==> src/rtl/fifo_pop_stage.sv <==
// rtl/fifo_pop_stage.sv - FIFO read-side pop stage with a 2-entry skid buffer
// Pops the attached FIFO and presents entries on a registered valid/ready stream.
module fifo_pop_stage #(
  parameter int kWidth = 32
) (
  input  logic              clk,
  input  logic              rst,
  input  logic              flush,
  output logic              fifo_read_en,
  input  logic [kWidth-1:0] fifo_read_data,
  input  logic              fifo_is_empty,
  input  logic              fifo_write_en,
  output logic              out_valid,
  output logic [kWidth-1:0] out_data,
  input  logic              out_ready
);

  typedef enum logic [1:0] {
    EMPTY = 2'd0,
    ONE   = 2'd1,
    TWO   = 2'd2
  } state_e;

  state_e            state_q, state_d;
  logic [kWidth-1:0] slot0_q, slot0_d;
  logic [kWidth-1:0] slot1_q, slot1_d;
  logic              drain;
  logic              pop;

  // out_ready only reaches fifo_read_en when both slots are occupied.
  assign drain        = (state_q != EMPTY) && out_ready;
  assign fifo_read_en = rst && !flush && !fifo_is_empty && !fifo_write_en &&
                        ((state_q != TWO) || drain);
  assign pop          = fifo_read_en;

  always_comb begin
    state_d = state_q;
    slot0_d = slot0_q;
    slot1_d = slot1_q;
    if (flush) begin
      state_d = EMPTY;
      slot0_d = '0;
      slot1_d = '0;
    end else begin
      case (state_q)
        EMPTY: begin
          if (pop) begin
            slot0_d = fifo_read_data;
            state_d = ONE;
          end
        end
        ONE: begin
          if (pop && !drain) begin
            slot1_d = fifo_read_data;
            state_d = TWO;
          end else if (pop && drain) begin
            slot0_d = fifo_read_data;
          end else if (drain) begin
            // slot0 is kept at zero while empty so out_data reads 0.
            slot0_d = '0;
            state_d = EMPTY;
          end
        end
        TWO: begin
          if (drain) begin
            slot0_d = slot1_q;
            if (pop) begin
              slot1_d = fifo_read_data;
            end else begin
              slot1_d = '0;
              state_d = ONE;
            end
          end
        end
        default: begin
          state_d = EMPTY;
          slot0_d = '0;
          slot1_d = '0;
        end
      endcase
    end
  end

  always_ff @(posedge clk or negedge rst) begin
    if (!rst) begin
      state_q <= EMPTY;
      slot0_q <= '0;
      slot1_q <= '0;
    end else begin
      state_q <= state_d;
      slot0_q <= slot0_d;
      slot1_q <= slot1_d;
    end
  end

  assign out_valid = (state_q != EMPTY);
  assign out_data  = slot0_q;

endmodule
==> config.mk <==
export PLATFORM = sky130hd
export DESIGN_NAME = fifo_pop_stage
export DESIGN_NICKNAME = d
export VERILOG_FILES = /design/src/rtl/fifo_pop_stage.sv
export SDC_FILE = /design/constraint.sdc
export NUM_CORES = 1
export LEC_CHECK = 0
export CELL_PAD_IN_SITES_DETAIL_PLACEMENT = 1
export CELL_PAD_IN_SITES_GLOBAL_PLACEMENT = 1
export CORE_ASPECT_RATIO = 1.4
export CORE_MARGIN = 4
export CORE_UTILIZATION = 37
export DETAILED_ROUTE_END_ITERATION = 12
export PLACE_DENSITY_LB_ADDON = 0.1
export SYNTH_ARGS = -nofsm -noshare
export SYNTH_HDL_FRONTEND = slang
export SYNTH_SLANG_ARGS = --single-unit
==> constraint.sdc <==
create_clock -name clk -period 1.9 [get_ports clk]
set_clock_uncertainty 0.1 [all_clocks]
set_input_delay 0.38 -clock clk [delete_from_list [all_inputs] [get_ports clk]]
set_output_delay 0.38 -clock clk [all_outputs]
set_load 0.01 [all_outputs]
# Yosys cells after proc, flatten, opt, wreduce, memory -nomap -nowiden
# Cells that the tools add are included.
# op_classes
n_mux,20
reduce_logical,17
eq_ne,12
# op_table
operator,n
$mux 32,10
$pmux 32 s3,2
$ne 3x3->1 const B,5
$mux 2,7
$ne 4x4->1 const B,3
$logic_and 1x1->1,7
$pmux 2 s3,1
$reduce_and 5->1,1
$logic_not 1->1,4
$ne 2x2->1 const B,2
$reduce_and 4->1,1
$reduce_and 3->1,1
$eq 2x1->1 const B,1
$eq 2x2->1 const B,1
$logic_not 2->1,1
$reduce_bool 2->1,1
$logic_or 1x1->1,1
# word_totals
inputBits,38
elab_cells,52
output_inout_bits,34
ff_bits,66

# Logic depth before layout (Yosys ltp)
# depth
word_depth,10
ltp_mapped,9

# Worst setup path before layout
# OpenSTA, ideal clock, no wires.
# synth_path
path_type,in2reg
start,in flush
end,reg slot1_q[0]
arrival_ps,1667
path_stages,6
n_path_buf,2
slack_ps,12
setup_time_ps,121
path_cell_list,buf_6 > or4b_4 > o21ai_2 > a21oi_2 > buf_6 > a22o_1
# synth_between
elab_chain_len,9
elab_cells_between_ends,14
classes_between,eq/ne: 3; mux: 4; reduce/logical: 7
# synth_lines
element,line,source
from (decl),8,"input logic flush,"
$logic_not 1->1,32,assign fifo_read_en = rst && !flush && !fifo_is_empty && !fifo_write_en &&
$logic_and 1x1->1 (4 in a row),32,
$mux 32,67,if (pop) begin
$mux 32,65,if (drain) begin
$pmux 32 s3,45,case (state_q)
$mux 32,40,if (flush) begin
to (signal assigned),92,slot1_q <= slot1_d;
to (decl),26,"logic [kWidth-1:0] slot1_q, slot1_d;"
# Several ways; a longest one is shown, not always the timed one. The select of a mux whose other input is x is not followed.
# A chain may end at the register's enable or synchronous reset.

# Worst setup path after layout
# layout_path
start,in flush
end,out fifo_read_en
# layout_between
elab_chain_len,5
# layout_lines
element,line,source
$logic_not 1->1,32,
$logic_and 1x1->1 (4 in a row),32,
to (decl),9,"output logic fifo_read_en,"
# Every way passes these cells.

==> results.txt <==
----------------------------------------------------
[Run status]
  Result of the run ... complete, but fails checks
  Failing checks ... negative setup slack

[CTS]
  Longest Clk Path Bufs ... 2
  Clock tree root driver cell ... sky130_fd_sc_hd__clkbuf_16
  Count of H-tree levels built during CTS ... 3
  Number of buffers added to fix hold violations after cts ... 0
  TritonCTS clock tree ... yes
  Clock edge transition at the registers on the reported setup and hold paths ... roughly 0.05 ns
  Clock sink total ... 66
  Clk Latency, worst-skew pair ... 0.33 ns
  Number of buffers inserted during clock tree synthesis ... 9

[Detailed routing]
  Final routed wirelength across all metal layers ... ~10000 um
  Average wire per cell in the routed design ... approximately 23 um
  Metal1 wirelength ... between 4000 and 5000 um
  First-iteration detailed-routing DRC count ... 130
  Pre-antenna DRT Iters ... 4
  Detailed-routed wire length on met3 ... 463 um
  Max Used Layer ... met4
  DRC violation count after routing ... 0
  Routed Antenna Nets ... 0
  Met2 Routed Length ... 5456 um
  Via count ... 2692
  Detailed-route vias per instance ... 5.814

[Logic synthesis]
  Async set-or-reset flop fraction in the synthesized netlist ... 100.0%
  Count of synthesis-stage warnings from yosys ... 0
  Most used standard cell by instance count after synthesis ... sky130_fd_sc_hd__dfrtp_1
  Largest area contributor in the netlist ... sky130_fd_sc_hd__dfrtp_1
  Prevailing post-synth register cell ... sky130_fd_sc_hd__dfrtp_1
  Number of unique standard cell types used by synthesis ... 29
  Number of enable-type register cells in the synthesized netlist ... 0
  Cell area after synthesis ... between 0.003 and 0.004 mm^2
  Number of storage elements in the synthesis netlist ... 66
  Mean instance size in the synthesized netlist ... about 13 um^2
  Share of Yosys cell area claimed by the top area cell type ... 50.36%
  Post-synthesis sequential area ratio ... 50.36%
  Top cells by count, synth ... sky130_fd_sc_hd__dfrtp_1 (66), sky130_fd_sc_hd__a22o_1 (64), sky130_fd_sc_hd__a21oi_1 (34)
  Count of mapped cells out of synthesis ... 253
  Total nets after synthesis ... 295
  Top post-synthesis cells by area ... sky130_fd_sc_hd__dfrtp_1 (50%), sky130_fd_sc_hd__a22o_1 (17%), sky130_fd_sc_hd__o2bb2ai_2 (14%), sky130_fd_sc_hd__a21oi_1 (5.2%), sky130_fd_sc_hd__buf_6 (3.4%)

[Floorplan]
  Cell row count ... 40
  Area of the placeable core ... 0.008608 mm^2
  # IOs ... 72
  Die area ... 0.01045 mm^2
  Chip Width ... 87.57 um
  Starting utilization of the core area ... 38.10%
  Height of the die ... 119.4 um

[Power and ir drop]
  Design Power ... 5.804 mW
  Peak VDD IR ... 0.5762 mV
  Leak ... 2.073 nW
  Areal power density over the cells ... 1196 mW/mm^2

[Setup path]
  Critical path arrival ... between 1 and 1.5 ns
  Launch point of the critical path ... flush
  Cell depth of the worst setup path ... 4
  Worst setup path endpoint ... fifo_read_en
  R2R Path End ... state_q[0]
  Slowest stage cell, crit path ... sky130_fd_sc_hd__or4b_4
  Sequence of cells on the critical path ... dlygate4sd2_1, or4b_4, a21oi_2, buf_2
  Worst r2r path cells ... 7
  Biggest fanout along the worst timing path ... 2
  Cell family contributing the most delay on the critical path ... simple AND/OR/NAND/NOR gates
  Crit end category ... primary output
  Worst-case register-to-register setup slack ... 0.05 ns
  Startpoint type of the worst setup path ... primary input
  Count of buffer and inverter cells on the critical path ... 2
  R2r startpoint ... state_q[0]
  CP peak stage delay ... 0.51 ns
  Required time reported for the critical path endpoint ... 1.42 ns
  Critical Setup Path Class ... in2out

[GRT]
  Wire length of the first global-routing pass ... 16850 um
  Aggregate global routing overflow ... 0
  Vias in the first global route ... 3019
  Number of antenna violations at the first check in global routing ... 0
  Overall global routing resource usage ... 20.94%
  Maximum number of pins on one net before global-route repair ... 67

[Timing]
  Worst slew pin tran ... 0.8596 ns
  Period Utilization, post-route ... 101.4%
  Max Slew Vio Count ... 0
  Highest attainable clock frequency ... 519.2 MHz
  Final hold violation count ... 0
  Worst slew margin relative to its limit ... a little over two fifths
  Setup repair after global routing missed its margin ... true
  Setup violation total in the final timing report ... 1
  Least setup slack across all paths after layout ... -0.02606 ns
  Final critical path time including I/O delays and setup ... 1.926 ns

[Place]
  Final RePlAce weighted congestion ... 0.7550
  Pre-CTS worst setup slack ... -0.6772 ns
  Dpl cells ... 427
  HPWL after DPL ... 5647 um
  Buffers on Ports ... 71

[Final layout]
  Proportion of layout cells with a drive suffix above 1 ... 32.12%
  Signed area change from the synthesized netlist to the final layout ... 48.04%
  Antenna Cells ... 0
  Count of filler cells inserted in the layout ... 872
  Filler-free cell count of the finished design ... about 460
  Final-stage net count ... 395

[Run]
  Max-cap violation count ... 0

[Hold path]
  Hold crit path type ... in2async

----------------------------------------------------
how the worst min path moves through the flow:
stage                        end  slack, ns  depth (start not counted)
CTS                  slot1_q[16]       0.30                          3
global placement    out_data[16]       0.38                          1
floorplan            out_data[0]      -0.02                          0
detailed placement  out_data[10]       0.38                          1
finish               slot1_q[16]       0.25                          3
global route         slot1_q[23]       0.36                          3
metal layers:
metal / GRT usage (%) / up-vias
li1: - / 1204
met1: 26.79 / 1414
met2: 35.61 / 64
met3: 4.844 / 10
met4: 4.415 / 0
met5: 0 / -
worst register-to-register path: cells and delay by family (launching register included):
family,cells,cell delay (ns)
fa+ha+maj,1,0.17
compound gates,2,0.35
mux,1,0.36
flops,1,0.40
buf+inv,3,0.35
layout make-up:
class	count	area [um^2]	area share, %
sequential	66	1652	34.02
multi-input combinational	161	1604	33.04
timing repair buffer	111	1159	23.87
clock buffer	9	225.2	4.639
tap	105	131.4	2.706
clock inverter	7	68.82	1.418
inverter	4	15.01	0.3093
flip-flops by register name (all words and copies together), names as in the netlist:
register,flops
slot1_q,32
out_data,32
state_q,2
cell families (layout without fill, tap and decap cells):
logic type	count (synthesis)	count (layout)	synth area share (%)
AO/OA/AOI/OAI	138	141	38.80
adder cells (fa/ha/maj)	4	4	1.526
buffers and inverters	30	131	5.952
flip-flops	66	66	50.36
multiplexers	1	1	0.3434
AND/OR/NAND/NOR	14	15	3.014
cells in the final DEF (no fill, tap or decap), drive strengths merged, types with 2 or more instances in the layout:
master and count:
dfrtp 66, clkdlybuf4s50 65, a22o 64, buf 42, a21oi 38, o2bb2ai 32
clkbuf 10, nor2 5, inv 5, ha 4, clkinv 3, o21ai 3
nand2b 2, clkinvlp 2, clkdlybuf4s15 2, a22oi 2
stage by stage:
stage	hold WS [ns]	utilization [%]	setup TNS, ns	instance area (um^2)
after CTS	0.2972	56.19	0	4837
after global routing	0.3586	56.40	-0.2300	4855
after global placement	0.3776	48.31	-41.16	4159
after floorplan	-0.01559	-	0	3279
final	0.2508	56.40	-0.02606	4855
after detailed placement	0.3824	48.31	-40.05	4159
repair_timing:
action	CTS	global route
endpoints found under the setup margin	68	66
gates cloned	6	0
setup buffers	10	7
resized for setup	53	9
pin swaps	19	11
report_power, final:
part	total, mW	switching, mW	leakage (nW)	internal, mW
sequential	1.70	0.132	0.912	1.57
combinational	2.43	1.19	1.02	1.24
clock	1.67	0.658	0.142	1.01
(Power assumes the default switching activity.)
